==> config.mk <==
export PLATFORM = sky130hd
export DESIGN_NAME = iod_dly_tap_ctrl
export DESIGN_NICKNAME = d
export VERILOG_FILES = /design/src/rtl/iod_dly_tap_ctrl.sv
export SDC_FILE = /design/constraint.sdc
export NUM_CORES = 1
export LEC_CHECK = 0
export CORE_AREA = 8 8 99 101
export DETAILED_ROUTE_END_ITERATION = 6
export DIE_AREA = 0 0 107 109
export SLEW_MARGIN = 20
export SYNTH_ARGS = -nofsm -noshare
export SYNTH_HDL_FRONTEND = slang
export SYNTH_SLANG_ARGS = --single-unit
==> constraint.sdc <==
create_clock -name FAB_CLK -period 3.55 [get_ports FAB_CLK]
set_clock_uncertainty 0.1 [all_clocks]
set_input_delay 0.5325 -clock FAB_CLK [delete_from_list [all_inputs] [get_ports FAB_CLK]]
set_output_delay 0.5325 -clock FAB_CLK [all_outputs]
set_load 0.01 [all_outputs]
==> src/rtl/iod_dly_tap_ctrl.sv <==
// IOD dynamic delay-line sequencer: turns tap commands into spaced MOVE/LOAD pulses and tracks the tap.
// Latency: accept->SETUP 1 cycle, then (1+MOVE_GAP) cycles per tap moved; DONE one cycle after the last gap.
// Backpressure: CMD_READY is high only in IDLE; the requester holds CMD_VALID until accepted.
module iod_dly_tap_ctrl #(
    parameter int TAP_W    = 8,
    parameter int MAX_TAP  = 255,
    parameter int LOAD_TAP = 1,
    parameter int MOVE_GAP = 4
) (
    input  logic             FAB_CLK,
    input  logic             SYNC_RST,
    input  logic             CMD_VALID,
    output logic             CMD_READY,
    input  logic [1:0]       CMD_OP,
    input  logic [TAP_W-1:0] CMD_ARG,
    output logic             BUSY,
    output logic             DONE,
    output logic             ERR,
    output logic [TAP_W-1:0] CUR_TAP,
    output logic             DELAY_LINE_MOVE,
    output logic             DELAY_LINE_DIRECTION,
    output logic             DELAY_LINE_LOAD,
    input  logic             DELAY_LINE_OUT_OF_RANGE
);

    localparam int               GC_W     = (MOVE_GAP > 1) ? $clog2(MOVE_GAP) : 1;
    localparam logic [TAP_W:0]   MAX_EXT  = (TAP_W+1)'(MAX_TAP);
    localparam logic [TAP_W-1:0] MAX_T    = TAP_W'(MAX_TAP);
    localparam logic [GC_W-1:0]  GAP_LAST = GC_W'(MOVE_GAP - 1);

    typedef enum logic [2:0] {
        S_INIT_LOAD, S_IDLE, S_SETUP, S_MOVE, S_GAP, S_LOAD, S_LGAP, S_FIN
    } state_t;

    state_t           state_q, state_d;
    logic [TAP_W-1:0] cur_tap_q, cur_tap_d;
    logic [TAP_W-1:0] prev_tap_q, prev_tap_d;
    logic [TAP_W-1:0] target_q, target_d;
    logic [GC_W-1:0]  gap_cnt_q, gap_cnt_d;
    logic             dir_q, dir_d;
    logic             sat_q, sat_d;
    logic             oor_q, oor_d;
    logic             init_q, init_d;
    logic             cmd_ready_q, cmd_ready_d;
    logic             busy_q, busy_d;
    logic             done_q, done_d;
    logic             err_q, err_d;
    logic             move_q, move_d;
    logic             load_q, load_d;

    logic [TAP_W:0]   sum_ext, arg_ext;
    logic [TAP_W-1:0] calc_tgt;
    logic             calc_sat;

    // Target is evaluated with one extra bit so overflow/underflow is visible before clamping.
    always_comb begin
        sum_ext  = {1'b0, cur_tap_q} + {1'b0, CMD_ARG};
        arg_ext  = {1'b0, CMD_ARG};
        calc_tgt = cur_tap_q;
        calc_sat = 1'b0;
        case (CMD_OP)
            2'b01: begin
                if (sum_ext > MAX_EXT) begin
                    calc_tgt = MAX_T;
                    calc_sat = 1'b1;
                end else begin
                    calc_tgt = sum_ext[TAP_W-1:0];
                end
            end
            2'b10: begin
                if (arg_ext > {1'b0, cur_tap_q}) begin
                    calc_tgt = '0;
                    calc_sat = 1'b1;
                end else begin
                    calc_tgt = cur_tap_q - CMD_ARG;
                end
            end
            2'b11: begin
                if (arg_ext > MAX_EXT) begin
                    calc_tgt = MAX_T;
                    calc_sat = 1'b1;
                end else begin
                    calc_tgt = CMD_ARG;
                end
            end
            default: ;
        endcase
    end

    always_comb begin
        state_d    = state_q;
        cur_tap_d  = cur_tap_q;
        prev_tap_d = prev_tap_q;
        target_d   = target_q;
        gap_cnt_d  = gap_cnt_q;
        dir_d      = dir_q;
        sat_d      = sat_q;
        oor_d      = oor_q;
        init_d     = init_q;
        case (state_q)
            S_INIT_LOAD: begin
                init_d  = 1'b1;
                state_d = S_LOAD;
            end
            S_IDLE: begin
                if (CMD_VALID) begin
                    init_d = 1'b0;
                    oor_d  = 1'b0;
                    sat_d  = 1'b0;
                    if (CMD_OP == 2'b00) begin
                        state_d = S_LOAD;
                    end else begin
                        target_d = calc_tgt;
                        sat_d    = calc_sat;
                        dir_d    = (calc_tgt > cur_tap_q);
                        state_d  = S_SETUP;
                    end
                end
            end
            S_SETUP: state_d = (target_q == cur_tap_q) ? S_FIN : S_MOVE;
            S_MOVE: begin
                prev_tap_d = cur_tap_q;
                cur_tap_d  = dir_q ? cur_tap_q + TAP_W'(1) : cur_tap_q - TAP_W'(1);
                gap_cnt_d  = GAP_LAST;
                state_d    = S_GAP;
            end
            S_GAP: begin
                // The IOD refused the step: the tracked tap must not count it.
                if (DELAY_LINE_OUT_OF_RANGE) begin
                    oor_d     = 1'b1;
                    cur_tap_d = prev_tap_q;
                end
                if (gap_cnt_q == '0) begin
                    state_d = (oor_d || cur_tap_q == target_q) ? S_FIN : S_MOVE;
                end else begin
                    gap_cnt_d = gap_cnt_q - GC_W'(1);
                end
            end
            S_LOAD: begin
                cur_tap_d = TAP_W'(LOAD_TAP);
                gap_cnt_d = GAP_LAST;
                state_d   = S_LGAP;
            end
            S_LGAP: begin
                if (DELAY_LINE_OUT_OF_RANGE && !init_q) oor_d = 1'b1;
                if (gap_cnt_q == '0) begin
                    state_d = init_q ? S_IDLE : S_FIN;
                end else begin
                    gap_cnt_d = gap_cnt_q - GC_W'(1);
                end
            end
            S_FIN:   state_d = S_IDLE;
            default: state_d = S_INIT_LOAD;
        endcase

        cmd_ready_d = (state_d == S_IDLE);
        busy_d      = (state_d != S_IDLE);
        done_d      = (state_d == S_FIN);
        err_d       = (state_d == S_FIN) && (sat_d || oor_d);
        move_d      = (state_d == S_MOVE);
        load_d      = (state_d == S_LOAD);
    end

    always_ff @(posedge FAB_CLK) begin
        if (SYNC_RST) begin
            state_q     <= S_INIT_LOAD;
            cur_tap_q   <= TAP_W'(LOAD_TAP);
            prev_tap_q  <= TAP_W'(LOAD_TAP);
            target_q    <= '0;
            gap_cnt_q   <= '0;
            dir_q       <= 1'b0;
            sat_q       <= 1'b0;
            oor_q       <= 1'b0;
            init_q      <= 1'b1;
            cmd_ready_q <= 1'b0;
            busy_q      <= 1'b1;
            done_q      <= 1'b0;
            err_q       <= 1'b0;
            move_q      <= 1'b0;
            load_q      <= 1'b0;
        end else begin
            state_q     <= state_d;
            cur_tap_q   <= cur_tap_d;
            prev_tap_q  <= prev_tap_d;
            target_q    <= target_d;
            gap_cnt_q   <= gap_cnt_d;
            dir_q       <= dir_d;
            sat_q       <= sat_d;
            oor_q       <= oor_d;
            init_q      <= init_d;
            cmd_ready_q <= cmd_ready_d;
            busy_q      <= busy_d;
            done_q      <= done_d;
            err_q       <= err_d;
            move_q      <= move_d;
            load_q      <= load_d;
        end
    end

    assign CMD_READY            = cmd_ready_q;
    assign BUSY                 = busy_q;
    assign DONE                 = done_q;
    assign ERR                  = err_q;
    assign CUR_TAP              = cur_tap_q;
    assign DELAY_LINE_MOVE      = move_q;
    assign DELAY_LINE_DIRECTION = dir_q;
    assign DELAY_LINE_LOAD      = load_q;

endmodule

== After elaboration in Yosys (flattened, before gate mapping) ==
Index checks and enable logic that the tools add are counted.
Word-level totals
  flip-flop bits (word level): 39
  bits in latches: 0
  RAM bits: 0
  bits in read-only memories: 0
  input port bits: 14
  output and inout bits: 15
  word-level logic and storage cells: 90
  memories kept: 0
Cells by class
  add/sub/neg operators: 5
  $mul: 0
  divide/modulo/power cells: 0
  magnitude comparators: 3
  eq/ne operators: 20
  shift operators: 0
  mux-type cells: 29
  bitwise logic cells: 1
  reductions and logical operators: 17
Operators by type and width (number)
  8-bit case mux with 3 select lines: 2
  8-bit 2-to-1 mux: 4
  3-bit case mux with 8 select lines: 1
  3-bit 2-to-1 mux: 7
  3-bit equality test (second input constant): 6
  8-bit equality test: 2
  8-bit greater-than comparator: 2
  1-bit 2-to-1 mux: 10
  8-bit by 8-bit adder with 9-bit output: 1
  3-bit by 2-bit equality test with 1-bit output (second input constant): 3
  9-bit by 8-bit greater-than comparator with 1-bit output (second input constant): 1
  8-bit by 1-bit adder with 8-bit output (second input constant): 1
  8-bit by 1-bit subtractor with 8-bit output (second input constant): 1
  8-bit subtractor: 1
  3-bit by 1-bit equality test with 1-bit output (second input constant): 2
  2-bit != test (second input constant): 3
  2-bit AND reduction: 3
  2-bit equality test (second input constant): 2
  2-bit logical NOT: 2
  1-bit case mux with 2 select lines: 2
  2-bit case mux with 2 select lines: 1
  2-bit nonzero test: 2
  2-bit OR reduction: 2
  3-bit logical NOT: 1
  other kinds (11): 13

== Depth between registers and ports, before layout ==
Gate-level depths: netlist of the first run.
  depth in word-level cells: 9
  gate-level depth with buffers: 16
  depth with buffers taken out: 16

== Worst setup path before layout of the first run ==
OpenSTA, ideal clock, no wires.
  path kind: input port to flip-flop
  start point: input port CMD_ARG[0]
  end point: register dir_q, in the netlist DELAY_LINE_DIRECTION
  library setup time: 0.129 ns
  data arrival time: 3.421 ns
  data required time: 3.321 ns
  path slack: -0.100 ns
  stages: 15
  path buffers: 0
  cells stage by stage: ha_1 inv_1 fa_1 a211oi_1 nor2_1 o211a_4 a221o_1 a2111oi_2 a21oi_1 ha_1 o21a_1 o21ai_0 a21oi_1 a31oi_1 o32ai_1
Between the ends
  longest elaborated chain between the ends: 5
  elaborated cells on any way between the ends: 8
  classes of those cells: add/sub (2); order compare (3); mux (3)
RTL lines
  start: declaration: RTL line 15  | input logic [TAP_W-1:0] CMD_ARG,
  8-bit by 8-bit adder with 9-bit output: RTL line 57  | sum_ext = {1'b0, cur_tap_q} + {1'b0, CMD_ARG};
  9-bit by 8-bit greater-than comparator with 1-bit output: RTL line 63  | if (sum_ext > MAX_EXT) begin
  8-bit 2-to-1 mux: RTL line 63
  8-bit case mux with 3 select lines *: RTL line 61  | case (CMD_OP)
  named net calc_tgt[2]: RTL line 52  | logic [TAP_W-1:0] calc_tgt;
  8-bit greater-than comparator *: RTL line 115  | dir_d = (calc_tgt > cur_tap_q);
  end signal: assignment: RTL line 187  | dir_q <= dir_d;
  end: declaration: RTL line 40  | logic dir_q, dir_d;
The timed path passes the listed nets; every way through them passes the cells marked *.
A chain may end at the register's enable or synchronous reset.

== Final worst setup path of the first run ==
  start point: register cur_tap_q[0], in the netlist CUR_TAP[0]
  end point: register dir_q, in the netlist DELAY_LINE_DIRECTION
Between the ends
  longest elaborated chain between the ends: 5
  elaborated cells on any way between the ends: 8
  classes of those cells: add/sub (2); order compare (3); mux (3)
RTL lines
  start: declaration: RTL line 36  | logic [TAP_W-1:0] cur_tap_q, cur_tap_d;
  start signal: assignment: RTL line 167  | cur_tap_q <= TAP_W'(LOAD_TAP);
  start signal: assignment: RTL line 183  | cur_tap_q <= cur_tap_d;
  8-bit by 8-bit adder with 9-bit output: RTL line 57
  9-bit by 8-bit greater-than comparator with 1-bit output: RTL line 63
  8-bit 2-to-1 mux: RTL line 63
  8-bit case mux with 3 select lines *: RTL line 61
  named net calc_tgt[1]: RTL line 52
  8-bit greater-than comparator *: RTL line 115
Marks and branches as above.

==> flow_summary.json, run 1 <==
{
  "dp_hpwl_mm": 7.24,
  "routedWlPerCell_um": 15.8,
  "fmax_ghz": 0.282,
  "syn_area_um2": 3190,
  "end_kind": "flop",
  "clk_pin_slew_ps": 80,
  "rsz0062_at_grt": "true",
  "ys_types": 59,
  "p_leak_nw": 1.84,
  "min-delay-start": "prev_tap_q[4]",
  "clock_latency_ps": 290,
  "num_vias": 3290,
  "cp.required_ps": 3610,
  "nNetsFinal": 547,
  "wl_mm": 9.53,
  "cts-root-buf": "clkbuf_8",
  "cts.sinks": 39,
  "cap_viol_max_count": 0,
  "syn_inst": 403,
  "vias_per_cell": 5.45,
  "die-area_um2": 11700,
  "die_height_um": 109,
  "status": "complete, no violations",
  "grt_pass1_wl_mm": 15.8,
  "track_usage_pct": 16.5,
  "crit_chain": "buf_12 -> ha_4 -> inv_2 -> fa_2 -> o21bai_4 -> buf_4 -> and2_1 -> o221a_4 -> o21a_4 -> a2111oi_4 -> a21oi_1 -> ha_1 -> nor2b_1 -> o21a_1 -> o21ai_1 -> a21oi_1 -> a31oi_1 -> o32ai_2",
  "hold_class": "flop to flop",
  "stdcell_count": 604,
  "fill_cells": 789,
  "async_flop_share_pct": 0,
  "route.detailed.drc": 0,
  "cts_made_buffers": 5,
  "cp-start-kind": "flop",
  "ys_top_cells_by_area": "dfxtp_1 24%, ha_1 14%, a21oi_1 6.1%",
  "finalCritPeriodShare_pct": 99.9,
  "p_per_area_nw_per_um2": 751,
  "die_w_um": 107,
  "cts_buffer_depth": 2,
  "finalPower_mw": 3.36,
  "r2r-start": "CUR_TAP[0]",
  "crit_path_frequent_cell": "a21oi_1",
  "crit_fanout": 5,
  "synth_top_area_cell": "dfxtp_1",
  "dpl_worst_slack_ps": -623,
  "drive_gt1_share_pct": 27.6,
  "cts_max_level": 2,
  "crit_slowest_cell": "dfxtp_4",
  "drtIter0Drc": 144,
  "area_growth_pct": 40.6,
  "rows": 34,
  "peakVddDrop_mv": 0.444,
  "io_buffers": 28,
  "grt_overflow": 0,
  "core_area_um2": 8380,
  "synthTopCellsByCount": "42 x nor2_1, 39 x a21oi_1, 39 x dfxtp_1, 35 x ha_1, 33 x inv_1",
  "ys_seq_area_share_pct": 24.5,
  "syn-num-nets": 455,
  "synth-edff-count": 0,
  "synthFlopType": "dfxtp_1",
  "gp_congestion": 0.875,
  "start_util_pct": 38.0,
  "startpoint": "CUR_TAP[0]",
  "tightest_slew_ps": 1000,
  "critPathArrivalTime_ps": 3610,
  "ys_warn_count": 0,
  "ctsHoldBuffers": 0,
  "path_buf_inv": 3,
  "avgSynthCellArea_um2": 7.91,
  "worstSetupPathType": "flop to flop",
  "cts_tree": "yes",
  "dp.cells": 586,
  "antenna_found_initial": 0,
  "synth_top_area_share_pct": 24.5,
  "grt_pass1_vias": 3251,
  "r2r_setup_slack_ps": 3,
  "relSlewSlack_pct": 32.7,
  "diodes": 0,
  "grt_max_degree": 35,
  "setup-tns-final_ps": 0,
  "finalSetupViolCount": 0,
  "finalHoldViolCount": 0,
  "maxSlewViolCount": 0,
  "period_needed_ps": 3550,
  "layout_setup_ws_ps": 2.72,
  "synth_seq_cells": 39,
  "pin_count": 29,
  "crit_family": "compound AO/OA/AOI/OAI gates",
  "post-synth-top-count-cell": "nor2_1",
  "dr.pass1.iters": 4,
  "slowest_delay_ps": 360,
  "postRouteAntennaNets": 0
}
-- state kept, by name (all words and copies together), names as in the netlist --
name                  count
DELAY_LINE_DIRECTION      1
state_q                   3
target_q                  8
prev_tap_q                8
CMD_READY                 1
sat_q                     1
DELAY_LINE_LOAD           1
BUSY                      1
CUR_TAP                   8
ERR                       1
init_q                    1
gap_cnt_q                 2
oor_q                     1
DONE                      1
DELAY_LINE_MOVE           1
-- repair_timing --
item,CTS,global route
gates resized for setup,46,16
pin swaps,29,12
cloned,0,0
setup endpoints to repair,1,1
buffers inserted,8,3
-- worst reg2reg max path, delay by kind of cell, from the launching register on --
family | cells | cell delay, ps
adders and majority gates | 3 | 700
buffers and inverters | 3 | 310
AOI/OAI and AO/OA | 10 | 1660
DFF | 1 | 360
and+or+nand+nor | 2 | 280
-- area by class of cell --
class | count | area, µm² | area share, %
inverters | 33 | 126 | 2.82
clock buffers | 5 | 68.8 | 1.54
clock inverters | 3 | 43.8 | 0.978
repair buffers | 104 | 857 | 19.1
well taps | 108 | 135 | 3.02
multi-input cells | 312 | 2460 | 55.0
flip-flops and latches | 39 | 785 | 17.5
-- layer usage --
layer  track usage [%]  part of all wire, %
met1              19.6                   45
met2              30.6                   50
met5                 0                    0
met3              2.01                  3.4
met4              4.52                  1.5
-- final timing paths --
path,endpoint,depth (start not counted)
setup / recovery,DELAY_LINE_DIRECTION,18
hold reg to reg,prev_tap_q[4],2
hold / removal,prev_tap_q[4],2
setup reg to reg,DELAY_LINE_DIRECTION,18
-- report_power, final --
| part | internal (mW) | switching (mW) | total, mW |
|---|---|---|---|
| Clock | 0.209 | 0.166 | 0.375 |
| Sequential | 0.539 | 0.132 | 0.671 |
| Combinational | 1.16 | 1.15 | 2.32 |
-- placed cells by master (no fill, tap or decap), types with 5 or more instances in the layout --
cell type and instances:
a211oi_1 14, a21o_1 7, a21oi_1 39, a22oi_1 5
a31oi_1 5, and3_1 5, buf_4 73, clkbuf_8 5
clkdlybuf4s50_1 20, dfxtp_1 38, dlygate4sd2_1 5, ha_1 22
ha_2 5, ha_4 8, inv_1 27, inv_2 5
nand2_1 31, nand2b_1 5, nor2_1 40, nor2b_1 5
nor3_1 6, o211ai_1 5, o21a_1 5, o21ai_0 12
xnor2_1 14
-- kinds of logic after synthesis --
logic type	after synthesis	synth area share, %
AO/OA/AOI/OAI	135	30.2
AND/OR/NAND/NOR	121	18.2
buffers and inverters	52	6.32
flip-flops	39	24.5
adder cells (fa/ha/maj)	38	15.6
XOR/XNOR	16	4.40
multiplexers	2	0.707
-- metrics by stage --
step           area (µm²)  hold WS, ps  util [%]
2_1_floorplan        3230          332         -
3_3_place_gp         4060          341      48.5
3_5_place_dp         4060          347      48.5
4_1_cts              4400          358      52.5
5_1_grt              4480          383      53.4
6_report             4480          354      53.4
Power figures use the tool's default switching activity.
==> run 2, diff against run 1 <==
ABC_AREA = 1   (was not set)
CORE_AREA = 8 8 101 103   (was 8 8 99 101)
CTS_CLUSTER_SIZE = 24   (was not set)
DIE_AREA = 0 0 109 111   (was 0 0 107 109)
==> run 2 against run 1 <==
Hold slack better by 11 ps. Count of clock-buffer cells in the layout up 1. Power down 2.4%. Wire length down 1.4%. Design area down 12%. Sequential power up 2%. Sequential share of layout area up 2.3 points. Synthesized area up 4.6%. Fmax up 6.5%. Setup slack better by 220 ps. Critical path depth up 2. Largest cell class unchanged.
==> flow_summary.json, run 2 <==
{
  "nNetsFinal": 602,
  "ys_warn_count": 0,
  "cp.required_ps": 3620,
  "gp_congestion": 0.875,
  "synthTopCellsByCount": "91 x nand2_1, 69 x inv_1, 49 x a21oi_1, 48 x nor2_1, 40 x nand3_1",
  "dp_hpwl_mm": 7.65,
  "hold_ws_ps": 365,
  "pin_count": 29,
  "crit_fanout": 10,
  "cts_max_level": 2,
  "startpoint": "CMD_ARG[0]",
  "min-delay-start": "gap_cnt_q[0]",
  "post-synth-top-count-cell": "nand2_1",
  "finalPower_mw": 3.28,
  "dr.pass1.iters": 5,
  "synth_top_area_cell": "dfxtp_1",
  "tightest_slew_ps": 852,
  "synth_seq_cells": 39,
  "ff2ff_path_depth": 21,
  "fmax_ghz": 0.300,
  "end_kind": "flop",
  "diodes": 0,
  "grt_overflow": 0,
  "dr_wl_met2_mm": 4.30,
  "cts_buffer_depth": 2,
  "ys_types": 41,
  "postRouteAntennaNets": 0,
  "ys_seq_area_share_pct": 23.4,
  "r2r-start": "CUR_TAP[0]",
  "stdcell_count": 659,
  "die_height_um": 111,
  "route.detailed.drc": 0,
  "io_buffers": 28,
  "vias_per_cell": 5.07,
  "final_cell_mix": "91 x nand2_1, 69 x inv_1, 48 x nor2_1, 48 x a21oi_1, 40 x nand3_1",
  "grt_pass1_wl_mm": 15.6,
  "drtIter0Drc": 151,
  "maxSlewViolCount": 0,
  "layout_setup_ws_ps": 219,
  "syn_area_um2": 3330,
  "dp.cells": 651,
  "period_needed_ps": 3330,
  "finalSetupViolCount": 0,
  "cts.sinks": 39,
  "dpl_worst_slack_ps": -67.3,
  "relSlewSlack_pct": 43.0,
  "wl_met3_um": 503,
  "cts-root-buf": "clkbuf_8",
  "core_area_um2": 8550,
  "area_growth_pct": 18.4,
  "finalCritPeriodShare_pct": 93.8,
  "peakVddDrop_mv": 0.393,
  "utilization_pct": 46.2,
  "clock_latency_ps": 290,
  "die_w_um": 109,
  "async_flop_share_pct": 0,
  "whs_path_depth": 2,
  "rows": 34,
  "avgSynthCellArea_um2": 6.62,
  "layout_commonest_cell": "nand2_1",
  "ys_top_cells_by_area": "dfxtp_1 23%, ha_1 13%, nand2_1 10%",
  "die-area_um2": 12100,
  "grt_pass1_vias": 3283,
  "p_leak_nw": 1.98,
  "wl_mm": 9.39,
  "wl_met1_mm": 4.47,
  "finalHoldViolCount": 0,
  "drive_gt1_share_pct": 12.2,
  "hold_class": "flop to flop",
  "p_per_area_nw_per_um2": 831,
  "clk_pin_slew_ps": 80,
  "routedWlPerCell_um": 14.3,
  "syn-num-nets": 556,
  "cap_viol_max_count": 0,
  "syn_inst": 504,
  "synthFlopType": "dfxtp_1",
  "start_util_pct": 39.0,
  "antenna_found_initial": 0,
  "num_vias": 3341,
  "worstSetupPathType": "primary input to flop",
  "ctsHoldBuffers": 0,
  "synth_top_area_share_pct": 23.4,
  "status": "complete, no violations",
  "grt_max_degree": 28,
  "top_layer": "met4",
  "synth-edff-count": 0,
  "critPathArrivalTime_ps": 3400,
  "cp-start-kind": "primary input",
  "rsz0062_at_grt": "false",
  "cts_tree": "yes",
  "cts_made_buffers": 5,
  "track_usage_pct": 15.8
}
run 2: cell count changes after synthesis, moves of 9 or more:
cell	before	now
inv_1	33	69
nand3_1	2	40
a211oi_1	16	2
a21oi_1	39	49
clkbuf_1	16	3
nand2_1	31	91
inv_2	0	9
o21ai_0	15	37
nand2_2	0	10
run 2: area by class of cell:
class                   count  area, µm²
clock buffers               6       72.6
clock inverters             2       12.5
inverters                  80        304
multi-input cells         373       2190
fillers                   913       4600
repair buffers             51        453
well taps                 108        135
flip-flops and latches     39        781
run 2: worst paths after layout:
check / endpoint / slack (ps)
min reg2reg: gap_cnt_q[0] / 370
max reg2reg: DELAY_LINE_DIRECTION / 390
min: gap_cnt_q[0] / 370
max: DELAY_LINE_DIRECTION / 220
run 2: what timing repair did:
action,CTS,global route
buffers inserted,0,0
setup endpoints to repair,0,1
resized for setup,0,3
run 2: cells by family (layout without fill, tap and decap cells):
kind of cell | Yosys count | in the layout | share of synthesized area (%)
adder cells (fa/ha/maj) | 38 | 38 | 14.9
AND/OR/NAND/NOR | 216 | 216 | 29.6
flip-flops | 39 | 39 | 23.4
AO/OA/AOI/OAI | 110 | 110 | 18.5
buffers and inverters | 92 | 139 | 11.2
XOR/XNOR | 9 | 9 | 2.36
run 2: through the flow:
| step | instance area (µm²) | setup TNS (ps) |
|---|---|---|
| 2_1_floorplan | 3330 | 0 |
| 3_3_place_gp | 3850 | 0 |
| 3_5_place_dp | 3850 | -67.3 |
| 4_1_cts | 3940 | 0 |
| 5_1_grt | 3950 | 0 |
| 6_report | 3950 | 0 |
run 2: per-layer routing:
layer	track usage, %	vias up
li1	-	1740
met1	21.2	1526
met2	25.3	65
met3	3.02	10
met4	3.29	0
met5	0	-
run 2: where the power goes:
group | internal [mW] | total (mW) | switching, mW | leakage [nW]
Clock | 0.137 | 0.293 | 0.156 | 0.0412
Sequential | 0.570 | 0.682 | 0.112 | 0.319
Combinational | 0.921 | 2.31 | 1.39 | 1.62
run 2: critical path, stage by stage:
cell and delay, ps:
clkdlybuf4s50_1 530, ha_1 180, inv_1 50, fa_1 350
inv_1 130, nand2_1 90, nand2_2 90, nand2_1 70
nand2_2 90, nand2_4 90, nand3_1 110, nor2_1 50
a21oi_1 140, ha_1 270, a21oi_1 130, nor2_1 50
a211oi_1 190, o21ai_0 120, nand3_1 80, a21oi_1 60
